[config.mk]
export PLATFORM = sky130hd
export DESIGN_NAME = fetch_controller
export DESIGN_NICKNAME = d
export VERILOG_FILES = /design/src/rtl/fetch_controller.sv
export SDC_FILE = /design/constraint.sdc
export NUM_CORES = 1
export LEC_CHECK = 0
export BUFFER_PORTS_ARGS = -buffer_cell sky130_fd_sc_hd__buf_4
export CAP_MARGIN = 20
export CORE_AREA = 3 3 190 192
export CTS_BUF_LIST = sky130_fd_sc_hd__clkbuf_16
export CTS_CLUSTER_SIZE = 12
export DETAILED_ROUTE_END_ITERATION = 10
export DIE_AREA = 0 0 193 195
export SLEW_MARGIN = 20
export SYNTH_ARGS = -nofsm -noshare
export SYNTH_HDL_FRONTEND = slang
export SYNTH_SLANG_ARGS = --single-unit
export TNS_END_PERCENT = 20
[constraint.sdc]
create_clock -name clk -period 2.7 [get_ports clk]
set_clock_uncertainty 0.1 [all_clocks]
set_input_delay 0.135 -clock clk [delete_from_list [all_inputs] [get_ports clk]]
set_output_delay 0.135 -clock clk [all_outputs]
set_load 0.05 [all_outputs]
[src/rtl/fetch_controller.sv]
// Instruction fetch sequencer: one outstanding memory request, a single holding
// register toward decode, and redirect handling that squashes wrong-path responses.
module fetch_controller #(
  parameter logic [63:0] RESET_PC = 64'h0
) (
  input  logic        clk,
  input  logic        reset,
  output logic        mem_req,
  output logic [63:0] mem_addr,
  input  logic        mem_ready,
  input  logic [31:0] mem_rdata,
  input  logic        redirect_valid,
  input  logic [63:0] redirect_pc,
  output logic        inst_valid,
  output logic [31:0] inst,
  output logic [63:0] inst_pc,
  input  logic        dec_ready
);

  typedef enum logic [1:0] {
    S_IDLE,
    S_FETCH,
    S_HOLD
  } state_t;

  state_t      state_reg;
  logic [63:0] pc_reg;
  logic [63:0] pending_pc_reg;
  logic        kill_reg;
  logic        mem_req_reg;
  logic        inst_valid_reg;
  logic [31:0] inst_reg;
  logic [63:0] inst_pc_reg;
  logic [63:0] redirect_target;

  // Targets are always word aligned; the low two bits of the request are dropped.
  assign redirect_target = redirect_pc & ~64'h3;

  // The request address is the pc itself, which only moves once the response lands.
  assign mem_req    = mem_req_reg;
  assign mem_addr   = pc_reg;
  assign inst_valid = inst_valid_reg;
  assign inst       = inst_reg;
  assign inst_pc    = inst_pc_reg;

  always_ff @(posedge clk) begin
    if (reset) begin
      state_reg      <= S_IDLE;
      pc_reg         <= RESET_PC;
      pending_pc_reg <= 64'h0;
      kill_reg       <= 1'b0;
      mem_req_reg    <= 1'b0;
      inst_valid_reg <= 1'b0;
      inst_reg       <= 32'h0;
      inst_pc_reg    <= 64'h0;
    end else begin
      case (state_reg)
        S_IDLE: begin
          if (redirect_valid) begin
            pc_reg <= redirect_target;
          end
          state_reg   <= S_FETCH;
          mem_req_reg <= 1'b1;
        end

        S_FETCH: begin
          if (mem_ready) begin
            if (kill_reg || redirect_valid) begin
              // Wrong-path response: drop it and re-request from the newest target.
              pc_reg   <= redirect_valid ? redirect_target : pending_pc_reg;
              kill_reg <= 1'b0;
            end else begin
              inst_reg       <= mem_rdata;
              inst_pc_reg    <= pc_reg;
              pc_reg         <= pc_reg + 64'd4;
              inst_valid_reg <= 1'b1;
              mem_req_reg    <= 1'b0;
              state_reg      <= S_HOLD;
            end
          end else if (redirect_valid) begin
            kill_reg       <= 1'b1;
            pending_pc_reg <= redirect_target;
          end
        end

        S_HOLD: begin
          if (redirect_valid) begin
            pc_reg         <= redirect_target;
            inst_valid_reg <= 1'b0;
            mem_req_reg    <= 1'b1;
            state_reg      <= S_FETCH;
          end else if (dec_ready) begin
            inst_valid_reg <= 1'b0;
            mem_req_reg    <= 1'b1;
            state_reg      <= S_FETCH;
          end
        end

        default: begin
          state_reg      <= S_IDLE;
          mem_req_reg    <= 1'b0;
          inst_valid_reg <= 1'b0;
        end
      endcase
    end
  end

endmodule

==> flow_summary_export.csv, run 1 <==
group,metric,value,unit
clock_network,cts_tree,"done",
detailed_routing,drt-total-wl,38700,µm
worst_setup_path,reg2reg_slack,160,ps
run,maxCapViolCount,0,
floorplanning,initial_core_util,30.0,%
global_routing,grt_pass1_wl,59700,µm
clock_network,cts_buffers,28,
floorplanning,die_h,195,µm
synthesis,synth_warnings,0,
sta,tightest_slew,671,ps
worst_setup_path,crit_top_cell,"o31a_1",
finish,fin_cells,2190,
sta,hold_viol,0,
power,power.density,612,mW/mm²
floorplanning,ios,263,
finish,nNetsFinal,1815,
detailed_routing,wl_per_cell,17.7,µm
sta,fmax,0.394,GHz
clock_network,clockRootBuffer,"clkbuf_16",
worst_setup_path,crit_required,3030,ps
worst_setup_path,critPathArrivalTime,2870,ps
synthesis,synthTopCellsByArea,"dfxtp_1 (44%), nand2_1 (14%), a21oi_1 (11%)",
power,vdd_drop_max,0.489,mV
synthesis,synth_ff_type,"dfxtp_1",
finish,synthToLayoutAreaGrowth,43.1,%
sta,fin_crit_sh,94.0,%
detailed_routing,drc,0,
worst_setup_path,end_kind,"flop",
hold_path,min_path_type,"primary input to flop",
clock_network,clk_latency,550,ps
status,status,"completed",
global_routing,overflow,0,
place,dp_hpwl,24900,µm
floorplanning,die_w,193,µm
clock_network,path_clk_slew,60,ps
global_routing,grt_usage,19.6,%
worst_setup_path,cp_slowest_cell,"or3_1",
place,port_buffers,260,
finish,utilization,43.0,%
worst_setup_path,crit_chain,"ha_1, nand4_1, nor3_4, nand4_4, or3_1, o31a_1, o31a_1",
sta,drv_slew,0,
sta,min_period,2540,ps
global_routing,antenna_found_initial,3,
clock_network,h-tree-depth,1,
synthesis,synth_top_area_share,44.2,%
detailed_routing,dr.first_iter.drc_count,835,
synthesis,syn_nets,1486,
synthesis,synth-edff-count,0,
synthesis,ys_ff_latch,229,
finish,multi_input_area,0.00536,mm²
worst_setup_path,crit_buf_inv,0,
floorplanning,fp.coreArea,0.0345,mm²
worst_setup_path,crit_path_max_fanout,7,
clock_network,post_cts_buffers,0,
detailed_routing,vias,11329,
synthesis,ys_types,59,
sta,fin_tns_setup,0,ps
power,leakage,5.65,nW
place,place_inst,2041,
synthesis,synthCells,1384,
finish,drive_above_1_share,22.0,%
synthesis,syn-cell-area,0.0104,mm²
clock_network,cts_sinks,229,
sta,maxSlewHeadroom,55.3,%
synthesis,postSynthAreaPerCell,7.50,µm²
synthesis,async_reset_ff_share,0,%
finish,fillCellCount,3437,
detailed_routing,viasPerCell,5.17,
floorplanning,die_area,0.0376,mm²
detailed_routing,drtAntennaViolNets,0,
worst_setup_path,crit_family,"simple AND/OR/NAND/NOR gates",
place,place_congestion,0.813,
clock_network,clock_path_buffers,3,
synthesis,synth_top_area_cell,"dfxtp_1",
detailed_routing,drtPass1Iterations,5,
global_routing,grt_max_degree,109,
worst_setup_path,worstSetupPathType,"flop to flop",
sta,setup_violations,0,
synthesis,seq_area_frac_synth,44.2,%
floorplanning,fp-row-count,68,
finish,seq_area,0.00459,mm²
worst_setup_path,start_kind,"flop",
worst_setup_path,slowest_delay,440,ps
global_routing,grt_pass1_vias,10627,
sta,rsz0062_at_grt,"no",
==> logic make-up (layout without fill, tap and decap cells) <==
| kind of cell | Yosys count | in the layout | share of synthesized area (%) |
|---|---|---|---|
| AOI/OAI and AO/OA | 375 | 375 | 21.2 |
| xor gates and xnor gates | 22 | 22 | 1.86 |
| adders and majority gates | 1 | 1 | 0.121 |
| buffers and inverters | 124 | 471 | 4.64 |
| DFF | 229 | 229 | 44.2 |
| muxes | 11 | 11 | 1.06 |
| other | 0 | 4 | 0 |
| and+or+nand+nor | 622 | 622 | 26.9 |
==> placed cells by master (no fill, tap or decap), drive strengths merged, types with 11 or more instances in the layout <==
cell	netlist	final
and3	13	13
inv	13	19
o211ai	26	26
dfxtp	229	229
mux2i	11	11
nand2	385	385
nor2	59	59
a211oi	21	21
nand4	16	16
nor3	33	33
buf	15	312
a21oi	234	234
xor2	12	12
dlygate4sd3	0	97
clkbuf	96	30
nand3	40	40
o21ai	37	37
nor4	13	13
clkinv	0	11
or3	37	37
==> timing repair <==
item,CTS,global route
resized for setup,0,1
hold buffers,97,0
setup endpoints to repair,0,7
endpoints found under the hold margin,158,0
==> layer usage <==
| metal | up-vias | routed length [µm] | GRT usage, % |
|---|---|---|---|
| li1 | 5480 | - | - |
| met1 | 5384 | 16900 | 26.4 |
| met2 | 405 | 18300 | 32.9 |
| met3 | 56 | 2770 | 3.27 |
| met4 | 4 | 717 | 4.47 |
| met5 | - | 14 | 0 |
==> synth_stat cells (3+ instances only) <==
cell and number:
nand3_1 40, o21ai_0 37, mux2i_1 11, o22ai_1 5, a221oi_1 8, xor2_1 12, a32oi_1 3, a21oi_1 234
and4_1 5, o31ai_1 8, nand2_1 385, xnor2_1 10, o211a_1 3, buf_2 5, inv_1 13, and3_1 12
buf_1 8, nor4_1 11, or2_2 6, o311a_1 4, nor3_1 30, dfxtp_1 229, o211ai_1 26, nor2_1 59
nand4_1 13, a31oi_1 6, nand2b_1 4, a2111oi_0 3, nor3b_1 4, clkbuf_1 94, or3_1 37, a211oi_1 21
==> path summary, 6_finish.rpt <==
| kind | from | to | depth (start not counted) |
|---|---|---|---|
| max reg2reg | mem_addr[2]$_SDFFE_PP0P_ | mem_addr[60]$_SDFFE_PP0P_ | 7 |
| min | reset | mem_addr[19]$_SDFFE_PP0P_ | 2 |
| max | mem_addr[2]$_SDFFE_PP0P_ | mem_addr[60]$_SDFFE_PP0P_ | 7 |
| min reg2reg | pending_pc_reg[40]$_SDFFE_PP0P_ | pending_pc_reg[40]$_SDFFE_PP0P_ | 2 |
==> cell type report <==
type / instances / area share [%]
Inverter: 13 / 0.329
Sequential cell: 229 / 30.9
Timing Repair Buffer: 410 / 23.0
Antenna cell: 4 / 0.0674
Tap cell: 455 / 3.83
Clock inverter: 19 / 0.902
Clock buffer: 29 / 4.89
Multi-Input combinational cell: 1031 / 36.1
==> metrics by stage <==
| stage | hold WS, ps | worst slack (ps) | instance area [µm²] | power [mW] |
|---|---|---|---|---|
| after floorplan | 171 | 40.4 | 10400 | 4.75 |
| after global placement | 282 | 218 | 13000 | 5.39 |
| after detailed placement | 291 | 174 | 13000 | 5.41 |
| after CTS | 54.0 | 177 | 14800 | 9.17 |
| after global routing | 106 | 51.3 | 14800 | 9.45 |
| final | 59.2 | 163 | 14800 | 9.08 |
==> power by group <==
part	switching (mW)	internal, mW	total [mW]
registers	0.160	3.53	3.69
clock network	1.51	2.11	3.62
logic	1.13	0.643	1.77
No activity file was read; power rests on OpenSTA's default activity.
==> inputs of run 2 (changes only) <==
--- a/config.mk
+++ b/config.mk
@@ -5,7 +5,7 @@
 export SDC_FILE = /design/constraint.sdc
 export NUM_CORES = 1
 export LEC_CHECK = 0
-export BUFFER_PORTS_ARGS = -buffer_cell sky130_fd_sc_hd__buf_4
+export BUFFER_PORTS_ARGS = -buffer_cell sky130_fd_sc_hd__buf_2
 export CAP_MARGIN = 20
 export CORE_AREA = 3 3 190 192
 export CTS_BUF_LIST = sky130_fd_sc_hd__clkbuf_16
==> run 2 against run 1 <==
Via count down 1.5%. Combinational power down 7%. Clock-buffer cell count down 2. Critical endpoint unchanged. Highest routed layer unchanged.
==> flow_summary_export.csv, run 2 (synthesis results as in run 1) <==
group,metric,value,unit
sta,fmax,0.403,GHz
floorplanning,die_h,195,µm
sta,maxSlewHeadroom,56.1,%
floorplanning,fp-row-count,68,
place,place_congestion,0.827,
clock_network,cts_tree,"done",
finish,nNetsFinal,1811,
finish,fillCellCount,3572,
clock_network,clk_latency,540,ps
global_routing,antenna_found_initial,6,
sta,drv_slew,0,
global_routing,grt_use_met1,26.1,%
finish,mostFrequentLayoutCells,"nand2_1 (385), buf_2 (259), a21oi_1 (233), dfxtp_1 (227), dlygate4sd3_1 (96)",
place,place_inst,2038,
detailed_routing,vias,11154,
floorplanning,initial_core_util,30.0,%
worst_setup_path,crit_path_max_fanout,7,
worst_setup_path,crit_chain,"ha_1, nand4_1, nor3_4, nand4_4, or3_1, o31a_1, o31a_1",
place,dp_hpwl,25000,µm
floorplanning,fp.coreArea,0.0345,mm²
finish,final_common_cell,"nand2_1",
sta,fin_crit_sh,91.9,%
hold_path,min_path_type,"primary input to flop",
power,vdd_drop_max,0.490,mV
clock_network,path_clk_slew,60,ps
worst_setup_path,crit_required,3030,ps
global_routing,grt_busiest_layer,"met2",
detailed_routing,drtPass1Iterations,5,
finish,drive_above_1_share,21.6,%
worst_setup_path,crit_top_cell,"o31a_1",
worst_setup_path,cp_slowest_cell,"dfxtp_2",
global_routing,overflow,0,
sta,min_period,2480,ps
clock_network,cts_buffers,27,
global_routing,grtUsageMet3,3.63,%
worst_setup_path,crit_buf_inv,0,
sta,hold_ws,45.9,ps
sta,fin_tns_setup,0,ps
sta,rsz0062_at_grt,"no",
run,maxCapViolCount,0,
status,status,"completed",
finish,final_area,0.0141,mm²
place,placedInstanceArea,0.0123,mm²
sta,setup_violations,0,
global_routing,grt_pass1_wl,59000,µm
global_routing,grt_max_degree,89,
detailed_routing,viasPerCell,5.10,
worst_setup_path,critPathArrivalTime,2820,ps
detailed_routing,wl_per_cell,17.4,µm
clock_network,cts_sinks,229,
floorplanning,die_area,0.0376,mm²
worst_setup_path,end_kind,"flop",
worst_setup_path,start_kind,"flop",
place,port_buffers,260,
worst_setup_path,crit_family,"simple AND/OR/NAND/NOR gates",
global_routing,grtUsageMet2,31.9,%
power,power.density,609,mW/mm²
power,leakage,5.52,nW
worst_setup_path,worstSetupPathType,"flop to flop",
finish,fin_cells,2189,
sta,tightest_slew,658,ps
worst_setup_path,slowest_delay,380,ps
detailed_routing,drtAntennaViolNets,0,
sta,hold_viol,0,
detailed_routing,dr.first_iter.drc_count,760,
floorplanning,ios,263,
floorplanning,die_w,193,µm
detailed_routing,drc,0,
clock_network,clock_path_buffers,3,
finish,synthToLayoutAreaGrowth,35.7,%
clock_network,h-tree-depth,1,
detailed_routing,drt-total-wl,38200,µm
clock_network,clockRootBuffer,"clkbuf_16",
global_routing,grt_usage,19.3,%
global_routing,grt_pass1_vias,10590,
[run 2: final timing paths]
path	slack [ps]	from	end	cells after the start
worst min register to register	350	pending_pc_reg[58]$_SDFFE_PP0P_	pending_pc_reg[58]$_SDFFE_PP0P_	2
worst min-delay path	50	redirect_valid	mem_addr[18]$_SDFFE_PP0P_	3
worst max-delay path	220	mem_addr[2]$_SDFFE_PP0P_	mem_addr[60]$_SDFFE_PP0P_	7
worst max register to register	220	mem_addr[2]$_SDFFE_PP0P_	mem_addr[60]$_SDFFE_PP0P_	7
[run 2: metrics by stage]
stage	power [mW]	worst slack, ps	utilization, %
floorplan	4.75	40.4	-
global placement	5.27	106	35.7
detailed placement	5.29	34.3	35.7
CTS	8.69	18.3	40.7
global route	8.95	44.1	40.8
finish	8.58	218	40.8
[run 2: worst register-to-register path, delay by kind of cell, from the launching register on]
kind	cells	cell delay, ps
simple gates	4	1090
fa+ha+maj	1	280
flops	1	380
compound gates	2	530
[run 2: repair_timing]
action / in CTS / in global routing
resized for setup: 0 / 1
hold buffers: 96 / 0
setup buffers: 0 / 1
endpoints found under the setup margin: 0 / 4
hold endpoints to repair: 161 / 0
[run 2: power by group]
group | switching, mW | internal (mW)
logic | 1.11 | 0.529
registers | 0.156 | 3.53
clock network | 1.45 | 1.79
[run 2: area by class of cell]
class / instances / area, µm² / share of cell area, %
Clock buffer: 27 / 676 / 4.80
Multi-Input combinational cell: 1031 / 5360 / 38.1
Inverter: 13 / 48.8 / 0.347
Tap cell: 455 / 569 / 4.04
Antenna cell: 5 / 12.5 / 0.0889
Sequential cell: 229 / 4590 / 32.6
Timing Repair Buffer: 407 / 2730 / 19.4
Clock inverter: 22 / 91.3 / 0.649
[run 2: routing by layer]
layer  up-vias  part of all wire [%]
met2       350                    47
met4         2                   2.2
met1      5259                    45
met3        56                   6.3
li1       5487                     -
met5         -                 0.018
